==> src/rtl/fifo_uart_tx_pkg.sv <==
// fifo_uart_tx_pkg: shared FSM encoding and baud default for the FIFO-fed UART transmitter.
package fifo_uart_tx_pkg;
  localparam int CLKS_PER_BIT_DEF = 104;
  localparam logic [2:0] LAST_BIT = 3'd7;
  typedef enum logic [2:0] {
    IDLE  = 3'd0,
    FETCH = 3'd1,
    LATCH = 3'd2,
    START = 3'd3,
    DATA  = 3'd4,
    STOP  = 3'd5
  } state_e;
endpackage

==> src/rtl/fifo_uart_tx_baud_gen.sv <==
// baud_gen: bit-period counter with synchronous clear and terminal-count tick.
module baud_gen
  import fifo_uart_tx_pkg::*;
#(
  parameter int CLKS_PER_BIT = CLKS_PER_BIT_DEF
) (
  input  logic clk,
  input  logic rst_n,
  input  logic clr_i,
  output logic tick_o
);
  localparam int W = $clog2(CLKS_PER_BIT);
  localparam logic [W-1:0] LAST = W'(CLKS_PER_BIT - 1);
  logic [W-1:0] cnt_q, cnt_d;
  assign tick_o = cnt_q == LAST;
  assign cnt_d = (clr_i || tick_o) ? '0 : cnt_q + 1'b1;
  always_ff @(posedge clk or negedge rst_n) begin
    if (!rst_n) cnt_q <= '0;
    else cnt_q <= cnt_d;
  end
endmodule

==> src/rtl/fifo_uart_tx.sv <==
// fifo_uart_tx: pops one byte per frame from a registered-output FIFO and sends it as 8N1, LSB first.
module fifo_uart_tx
  import fifo_uart_tx_pkg::*;
#(
  parameter int CLKS_PER_BIT = CLKS_PER_BIT_DEF
) (
  input  logic       clk,
  input  logic       rst_n,
  input  logic       enable_i,
  input  logic       fifo_empty_i,
  input  logic [7:0] fifo_data_i,
  output logic       fifo_read_o,
  output logic       tx_o,
  output logic       busy_o
);
  state_e     state_q, state_d;
  logic [7:0] shift_q, shift_d;
  logic [2:0] bit_q, bit_d;
  logic       tx_q, tx_d;
  logic       tick;
  baud_gen #(.CLKS_PER_BIT(CLKS_PER_BIT)) u_baud (
    .clk   (clk),
    .rst_n (rst_n),
    .clr_i (state_d != state_q),
    .tick_o(tick)
  );
  always_comb begin
    state_d = state_q;
    shift_d = shift_q;
    bit_d   = bit_q;
    unique case (state_q)
      IDLE:  if (enable_i && !fifo_empty_i) state_d = FETCH;
      FETCH: state_d = LATCH;
      LATCH: begin
        shift_d = fifo_data_i;
        bit_d   = '0;
        state_d = START;
      end
      START: if (tick) state_d = DATA;
      DATA: if (tick) begin
        shift_d = shift_q >> 1;
        bit_d   = bit_q + 3'd1;
        if (bit_q == LAST_BIT) state_d = STOP;
      end
      STOP:  if (tick) state_d = IDLE;
      default: state_d = IDLE;
    endcase
    // tx is computed from the next state so the register lines up with state_q
    tx_d = (state_d == START) ? 1'b0 : (state_d == DATA) ? shift_d[0] : 1'b1;
  end
  always_ff @(posedge clk or negedge rst_n) begin
    if (!rst_n) begin
      state_q <= IDLE;
      shift_q <= '0;
      bit_q   <= '0;
      tx_q    <= 1'b1;
    end else begin
      state_q <= state_d;
      shift_q <= shift_d;
      bit_q   <= bit_d;
      tx_q    <= tx_d;
    end
  end
  assign fifo_read_o = state_q == FETCH;
  assign tx_o        = tx_q;
  assign busy_o      = state_q != IDLE;
endmodule

==> config.mk <==
export PLATFORM = sky130hd
export DESIGN_NAME = fifo_uart_tx
export DESIGN_NICKNAME = d
export VERILOG_FILES = /design/src/rtl/fifo_uart_tx_pkg.sv /design/src/rtl/fifo_uart_tx_baud_gen.sv /design/src/rtl/fifo_uart_tx.sv
export SDC_FILE = /design/constraint.sdc
export NUM_CORES = 1
export LEC_CHECK = 0
export ABC_AREA = 1
export CAP_MARGIN = 15
export CORE_MARGIN = 2
export CORE_UTILIZATION = 30
export CTS_BUF_LIST = sky130_fd_sc_hd__clkbuf_16
export CTS_CLUSTER_SIZE = 40
export DETAILED_ROUTE_END_ITERATION = 8
export REMOVE_ABC_BUFFERS = 1
export SETUP_SLACK_MARGIN = 0.5
export SYNTH_ARGS = -nofsm -noshare
export SYNTH_HDL_FRONTEND = slang
export SYNTH_SLANG_ARGS = --single-unit
==> constraint.sdc <==
create_clock -name clk -period 3.9 [get_ports clk]
set_input_delay 0.39 -clock clk [delete_from_list [all_inputs] [get_ports clk]]
set_output_delay 0.39 -clock clk [all_outputs]
set_load 0.02 [all_outputs]
==> results of run 1 <==
-- registers in the layout, summed over array words and instances, names as in the netlist --
| register | count |
|---|---|
| bit_q | 3 |
| u_baud.cnt_q | 7 |
| state_q | 3 |
| tx_o | 1 |
| shift_q | 8 |
-- synth_stat cells (2+ instances only) --
cell     count  area share [%]
nor2_1      14             4.6
dfrtp_1     21              46
inv_2        3            0.99
nand2_1     27             8.9
a22o_1       3             2.3
nor3_1       2            0.88
nor2_4       3             3.0
xor2_1       3             2.3
xnor2_1      2             1.5
nand2_2      4             2.2
ha_1         3             3.3
nand3_1     10             4.4
a22oi_1      6             3.9
nor2_2       4             2.2
inv_1       12             3.9
-- layout make-up --
type | instances | area [um2] | area share [%]
inverters | 15 | 56.30 | 3.923
repair buffers | 14 | 140.1 | 9.765
flip-flops and latches | 22 | 551.8 | 38.45
clock buffers | 3 | 75.07 | 5.231
multi-input cells | 88 | 521.8 | 36.36
well taps | 48 | 60.06 | 4.185
clock inverters | 1 | 30.03 | 2.092
-- worst max-delay path, delay by kind of cell, from the launching register on --
family	cells	cell delay (ns)
buffers and inverters	2	0.75
DFF	1	0.52
and+or+nand+nor	1	0.31
-- power breakdown --
part	total, mW	switching, mW	internal, mW
logic	0.0201	0.00813	0.0120
registers	0.235	0.00209	0.233
clock network	0.280	0.0765	0.204
-- metal layers --
| layer | vias to the layer above | global-route usage (%) | part of all wire [%] |
|---|---|---|---|
| li1 | 439 | - | - |
| met2 | 15 | 17.17 | 49 |
| met1 | 379 | 12.63 | 46 |
| met4 | 0 | 5.990 | 1.4 |
| met3 | 4 | 1.712 | 3.7 |
| met5 | - | 0 | 0 |
-- logic make-up after synthesis --
| group | after synthesis | synth area share (%) |
|---|---|---|
| buffers and inverters | 16 | 5.921 |
| xor gates and xnor gates | 5 | 3.838 |
| and+or+nand+nor | 69 | 31.14 |
| DFF | 22 | 48.36 |
| AOI/OAI and AO/OA | 11 | 7.456 |
| adders and majority gates | 3 | 3.290 |
-- metrics by stage --
stage               worst slack [ns]  hold WS [ns]  cells  instance area [um2]  utilization, %
floorplan                      2.324       0.09441    125                 1130               -
global placement               2.011        0.4441    187                 1330           36.33
detailed placement             1.948        0.4484    187                 1330           36.33
CTS                            1.664        0.4558    191                 1435           39.20
global route                   1.585        0.4876    191                 1435           39.20
finish                         1.678        0.4510    191                 1435           39.20
-- path summary, 6_finish.rpt --
check,endpoint,slack (ns),cells past startpoint
worst max-delay path,fifo_read_o,1.68,3
worst min-delay path,u_baud.cnt_q[0],0.45,1
worst max register to register,tx_o,2.39,9
worst min register to register,u_baud.cnt_q[0],0.45,1
max in group asynchronous,u_baud.cnt_q[4],2.63,1
min in group asynchronous,shift_q[5],0.68,1
==> impl_metrics.yaml, run 1 <==
clocking:
  cts_sinks: 22
  cts_buffers: 3
  cts_htree_levels: 1
  cts_buffer_depth: 2
  tritoncts: "built"
  cts_hold_buf: 0
  cts_resized: 0
  clkTransAtPathRegs_ns: 0.06
  cts_setup_buffers: 0
  clk_latency_ns: 0.25
  root_buffer: "clkbuf_16"
placed_design:
  gp_congestion: 0.8009
  place_hpwl_um: 1490
  io_buffers: 14
route:
  drt-initial-drc-count: 32
  route.vias.total: 837
  drt-pass1-iter-count: 4
  drc: 0
  wl_um: 1956
  ant_nets: 0
  drt-wirelength-per-cell_um: 10.24
  viasPerCell: 4.382
sta:
  fin_setup_tns_ns: 0
  slew_headroom_pct: 35.18
  post-route-period-util_pct: 56.97
  maxSlewViolCount: 0
  skew_ns: 0.006454
  final_hold_viol_count: 0
  clock.fmax_mhz: 450.1
  grt_setup_unrepaired: "no"
  fin_crit_ns: 2.222
  max_slew.worst_pin.slew_ns: 0.9692
  finalSetupViolations: 0
floorplanning:
  die_y_um: 65.68
  start_util_pct: 31.17
  row_count: 22
  pin_count: 15
  fp.dieArea_um2: 4313
  core_um2: 3661
  die_x_um: 65.68
global_routing:
  antenna_found_initial: 0
  grt_pass1_vias: 829
  overflow: 0
  grt_usage_pct: 10.37
  grt_pass1_wl_um: 3408
  grt_max_degree: 23
power:
  power_mw: 0.5349
  peakVddDrop_uv: 238.0
  p_leak_nw: 0.6800
  power_density_nw_per_um2: 372.7
setup_path:
  path_cells: "inv_1, nor3_1, clkdlybuf4s50_1"
  end_kind: "primary output"
  max_stage_delay_ns: 0.68
  worstSetupPathType: "reg2out"
  required_ns: 3.51
  worstSetupStartpoint: "state_q[0]"
  arrival_ns: 1.83
  r2r-start: "u_baud.cnt_q[0]"
  slowest_stage: "clkdlybuf4s50_1"
  crit_path_start_kind: "flop"
  path_max_fanout: 8
logic_synthesis:
  avgSynthCellArea_um2: 9.056
  yosysSeqAreaShare_pct: 48.36
  synth.ff_latch_count: 22
  yosysWarnings: 0
  syn_inst: 126
  synth_edf_count: 0
  syn_area_um2: 1141
  synthFlopType: "dfrtp_1"
  ys_types: 24
  async_reset_ff_share_pct: 100.0
worst_hold_path:
  hold_class: "reg2reg"
  hold_start: "u_baud.cnt_q[0]"
layout:
  syn_to_final_growth_pct: 25.77
  layout.cells.most_common: "nand2_1"
  final.fill_count: 352
  drive_gt1_share_pct: 17.48
  final_cell_mix: "nand2_1 (27), dfrtp_1 (21), nor2_1 (14), clkdlybuf4s50_1 (14), inv_1 (12)"
  num_antenna_cells: 0
  fin_nets: 159
job:
  drv_cap: 0
run_status:
  outcome: "completed"
No activity file was read; power rests on OpenSTA's default activity.
==> run 2, diff against run 1 <==
==> constraint.sdc (replaced) <==
create_clock -name clk -period 2.3 [get_ports clk]
set_input_delay 0.23 -clock clk [delete_from_list [all_inputs] [get_ports clk]]
set_output_delay 0.23 -clock clk [all_outputs]
set_load 0.02 [all_outputs]
==> impl_metrics.yaml, run 2 (same netlist as run 1, synthesis figures left out) <==
placed_design:
  io_buffers: 14
  post-place-ws_ns: 0.5032
  place_hpwl_um: 1580
  gp_congestion: 0.8001
  dp_cells: 188
setup_path:
  worstRegToRegCells: 9
  arrival_ns: 1.51
  worstSetupPathType: "reg2out"
  required_ns: 2.07
  rrSetupSlack_ns: 0.76
  reg2reg_to: "tx_o"
  crit_path_start_kind: "flop"
  max_stage_delay_ns: 0.60
  slowest_stage: "clkdlybuf4s50_1"
  path_max_fanout: 6
  end_kind: "primary output"
  r2r-start: "u_baud.cnt_q[0]"
  path_cells: "inv_2, nand2_1, clkdlybuf4s50_1"
clocking:
  clkTransAtPathRegs_ns: 0.05
  cts_htree_levels: 1
  tritoncts: "built"
  cts_hold_buf: 0
  cts_buffers: 3
  clk_latency_ns: 0.25
  cts_buffer_depth: 2
  cts_setup_buffers: 0
  cts_sinks: 22
  root_buffer: "clkbuf_16"
power:
  peakVddDrop_uv: 247.4
  power_density_nw_per_um2: 555.8
  p_leak_nw: 0.6768
global_routing:
  grt_pass1_wl_um: 3684
  overflow: 0
  grt_pass1_vias: 840
  grt_usage_pct: 11.14
  antenna_found_initial: 0
  grt_max_degree: 14
floorplanning:
  start_util_pct: 31.17
  row_count: 22
  core_um2: 3661
  die_x_um: 65.68
  fp.dieArea_um2: 4313
  die_y_um: 65.68
  pin_count: 15
route:
  route.vias.total: 860
  drt-wirelength-per-cell_um: 11.28
  ant_nets: 0
  wl_um: 2165
  drt-pass1-iter-count: 4
  drc: 0
  drt-initial-drc-count: 54
  viasPerCell: 4.479
layout:
  top_regs: "shift_q: 8 flops, u_baud.cnt_q: 7 flops"
  num_antenna_cells: 0
  drive_gt1_share_pct: 19.44
  top_register: "shift_q"
  final_util_pct: 38.86
  final_cell_mix: "nand2_1 (27), dfrtp_1 (19), nor2_1 (14)"
  final.fill_count: 361
  largest_register_ffs: 8
  fin_cells: 192
  syn_to_final_growth_pct: 24.67
  fin_nets: 160
  layout.cells.most_common: "nand2_1"
worst_hold_path:
  hold_class: "in2async"
sta:
  fin_ws_ns: 0.5584
  slew_headroom_pct: 69.04
  clock.fmax_mhz: 574.2
  max_slew.worst_pin.slew_ns: 0.4630
  fin_crit_ns: 1.742
  final_hold_viol_count: 0
  finalSetupViolations: 0
  grt_setup_unrepaired: "no"
  skew_ns: 0.001570
  whs_ns: 0.3001
  fin_setup_tns_ns: 0
  maxSlewViolCount: 0
  post-route-period-util_pct: 75.72
run_status:
  outcome: "completed"
job:
  drv_cap: 0
run 2: cell types whose count changed in the layout (fill, tap and decap cells not counted):
cell,before,now
clkdlybuf4s50_1,14,13
buf_4,0,1
dfrtp_2,0,2
dfrtp_1,21,19
bufinv_16,1,0
nor3_1,2,1
nor3_2,0,1
dlygate4sd2_1,0,1
clkinv_1,0,1
run 2: worst max-delay path by stage:
stage / startpoint / end / depth (start not counted)
after detailed placement: state_q[0] / fifo_read_o / 3
after global placement: state_q[0] / fifo_read_o / 3
after CTS: state_q[1] / busy_o / 3
final: state_q[2] / busy_o / 3
after global routing: state_q[2] / busy_o / 3
after floorplan: state_q[0] / u_baud.cnt_q[2] / 5
run 2: report_power, final:
part / internal [mW] / total, mW / switching [mW] / leakage, nW
clock: 0.231 / 0.357 / 0.125 / 0.0385
sequential: 0.394 / 0.398 / 0.00371 / 0.251
combinational: 0.0214 / 0.0359 / 0.0145 / 0.387
run 2: critical path: cells and delay by family, from the launching register on:
| kind | cells | cell delay, ns |
|---|---|---|
| buf+inv | 2 | 0.69 |
| flops | 1 | 0.47 |
| simple gates | 1 | 0.10 |
run 2: layer usage:
metal,GRT usage [%],wire length (um),vias up
met5,0,0,-
met3,2.568,69,4
met2,18.56,1049,14
li1,-,-,439
met1,14.38,1025,403
met4,3.125,21,0
run 2: what timing repair did:
item / 4_1_cts / 5_1_grt
setup endpoints to repair: 1 / 1
pin swaps: 0 / 0
resized for setup: 3 / 1
run 2: metrics by stage:
stage / total power [mW] / area (um2)
3_3_place_gp: 0.4404 / 1338
4_1_cts: 0.8015 / 1421
6_report: 0.7906 / 1423
5_1_grt: 0.8249 / 1423
3_5_place_dp: 0.4414 / 1338
2_1_floorplan: 0.4117 / 1130
run 2: area by class of cell:
cell class | instances | area [um2] | share of cell area (%)
clock buffers | 3 | 75.07 | 5.277
clock inverters | 1 | 3.754 | 0.2639
well taps | 48 | 60.06 | 4.222
flip-flops and latches | 22 | 554.3 | 38.96
inverters | 15 | 56.30 | 3.958
repair buffers | 15 | 146.4 | 10.29
multi-input cells | 88 | 526.8 | 37.03
==> run 3, diff against run 2 <==
==> constraint.sdc (replaced) <==
create_clock -name clk -period 1.8 [get_ports clk]
set_input_delay 0.18 -clock clk [delete_from_list [all_inputs] [get_ports clk]]
set_output_delay 0.18 -clock clk [all_outputs]
set_load 0.02 [all_outputs]
==> impl_metrics.yaml, run 3 (same netlist as run 1, synthesis figures left out) <==
sta:
  maxSlewViolCount: 0
  finalSetupViolations: 0
  clock.fmax_mhz: 712.2
  final_hold_viol_count: 0
  max_slew.worst_pin.slew_ns: 0.4541
  fin_setup_tns_ns: 0
  skew_ns: 0.005942
  slew_headroom_pct: 69.63
  grt_setup_unrepaired: "yes"
  post-route-period-util_pct: 78.01
  fin_crit_ns: 1.404
clocking:
  cts_sinks: 22
  clkTransAtPathRegs_ns: 0.06
  cts_buffers: 3
  cts_htree_levels: 1
  cts_hold_buf: 0
  tritoncts: "built"
  root_buffer: "clkbuf_16"
  clk_latency_ns: 0.25
  cts_buffer_depth: 2
layout:
  drive_gt1_share_pct: 37.97
  layout.cells.most_common: "nand2_1"
  top_register: "shift_q"
  largest_register_ffs: 8
  fin_nets: 174
  num_antenna_cells: 0
  syn_to_final_growth_pct: 45.94
  fin_area_um2: 1665
  top_regs: "shift_q: 8 flops, u_baud.cnt_q: 7 flops"
  final_cell_mix: "nand2_1 (21), dfrtp_1 (20)"
global_routing:
  grt_max_degree: 14
  grt_pass1_vias: 925
  antenna_found_initial: 0
  grt_pass1_wl_um: 4181
  grt_usage_pct: 12.73
  overflow: 0
placed_design:
  place_hpwl_um: 1614
  gp_congestion: 0.7778
  io_buffers: 14
  placed_cell_area_um2: 1360
run_status:
  outcome: "completed"
route:
  drt-initial-drc-count: 26
  ant_nets: 0
  drt-pass1-iter-count: 4
  drt-wirelength-per-cell_um: 11.27
  viasPerCell: 4.553
  route.vias.total: 938
  wl_um: 2321
  drc: 0
worst_hold_path:
  hold_class: "in2async"
setup_path:
  required_ns: 1.62
  crit_path_start_kind: "flop"
  rrSetupSlack_ns: 0.41
  r2r-start: "u_baud.cnt_q[0]"
  worstSetupStartpoint: "state_q[1]"
  end_kind: "primary output"
  worstSetupPathType: "reg2out"
  path_max_fanout: 7
  reg2reg_to: "state_q[1]"
  arrival_ns: 1.22
  worstRegToRegCells: 7
floorplanning:
  start_util_pct: 31.17
  die_y_um: 65.68
  row_count: 22
  core_um2: 3661
  pin_count: 15
  die_x_um: 65.68
  fp.dieArea_um2: 4313
job:
  drv_cap: 0
power:
  power_density_nw_per_um2: 704.2
  peakVddDrop_uv: 321.3
  p_leak_nw: 0.7807
-- run 3: changes by cell type in the layout (fill, tap and decap cells not counted), sizes merged --
cell,change
buf,+14
clkdlybuf4s50,-2
bufinv,+1
clkbuf,+1
clkinv,-1
clkinvlp,+1
-- run 3: final cells by class --
type / count / area (um2)
clock buffer: 3 / 75.07
clock inverter: 1 / 30.03
inverter: 15 / 58.81
fill: 345 / 1996
timing repair inverter: 1 / 7.507
sequential: 22 / 553.0
timing repair buffer: 28 / 251.5
multi-input combinational: 88 / 629.4
tap: 48 / 60.06
-- run 3: per-layer routing --
layer  part of all wire (%)  track usage (%)  up-vias  wire, um
li1                       -                -      468         -
met1                     43            15.01      446      1008
met2                     52            23.36       19      1200
met3                    3.8            3.082        5        89
met4                   0.95            2.344        0        22
met5                      0                0        -         0
-- run 3: worst max-delay path by stage --
stage,slack [ns],end
3_5_place_dp,0.24,fifo_read_o
6_report,0.40,fifo_read_o
4_1_cts,0.27,fifo_read_o
5_1_grt,0.30,tx_o
2_1_floorplan,0.22,u_baud.cnt_q[2]
3_3_place_gp,0.29,fifo_read_o
-- run 3: worst max-delay path, cell delays in order (launching register included) --
cell and delay [ns]:
dfrtp_2 0.46, nor3_1 0.29, clkbuf_2 0.22
-- run 3: power by group --
group	switching [mW]	internal [mW]	total (mW)	leakage, nW
Combinational	0.0190	0.0279	0.0469	0.479
Clock	0.175	0.441	0.617	0.0511
Sequential	0.00531	0.504	0.509	0.251
Total	0.200	0.973	1.17	0.781
-- run 3: per-stage QoR --
stage / utilization (%) / total power [mW] / setup WS, ns / hold slack (ns) / cells
after floorplan: - / 0.5260 / 0.2237 / -0.1156 / 125
after global placement: 37.15 / 0.5627 / 0.2924 / 0.4441 / 191
after detailed placement: 37.15 / 0.5642 / 0.2415 / 0.4479 / 191
after CTS: 44.57 / 1.188 / 0.2672 / 0.2627 / 204
after global routing: 45.49 / 1.219 / 0.2987 / 0.2818 / 206
final: 45.49 / 1.173 / 0.3959 / 0.2400 / 206
-- run 3: timing repair --
action / CTS / global route
cloned: 1 / 0
setup endpoints to repair: 23 / 22
setup buffers: 8 / 2
pin swaps: 11 / 7
resized for setup: 35 / 7
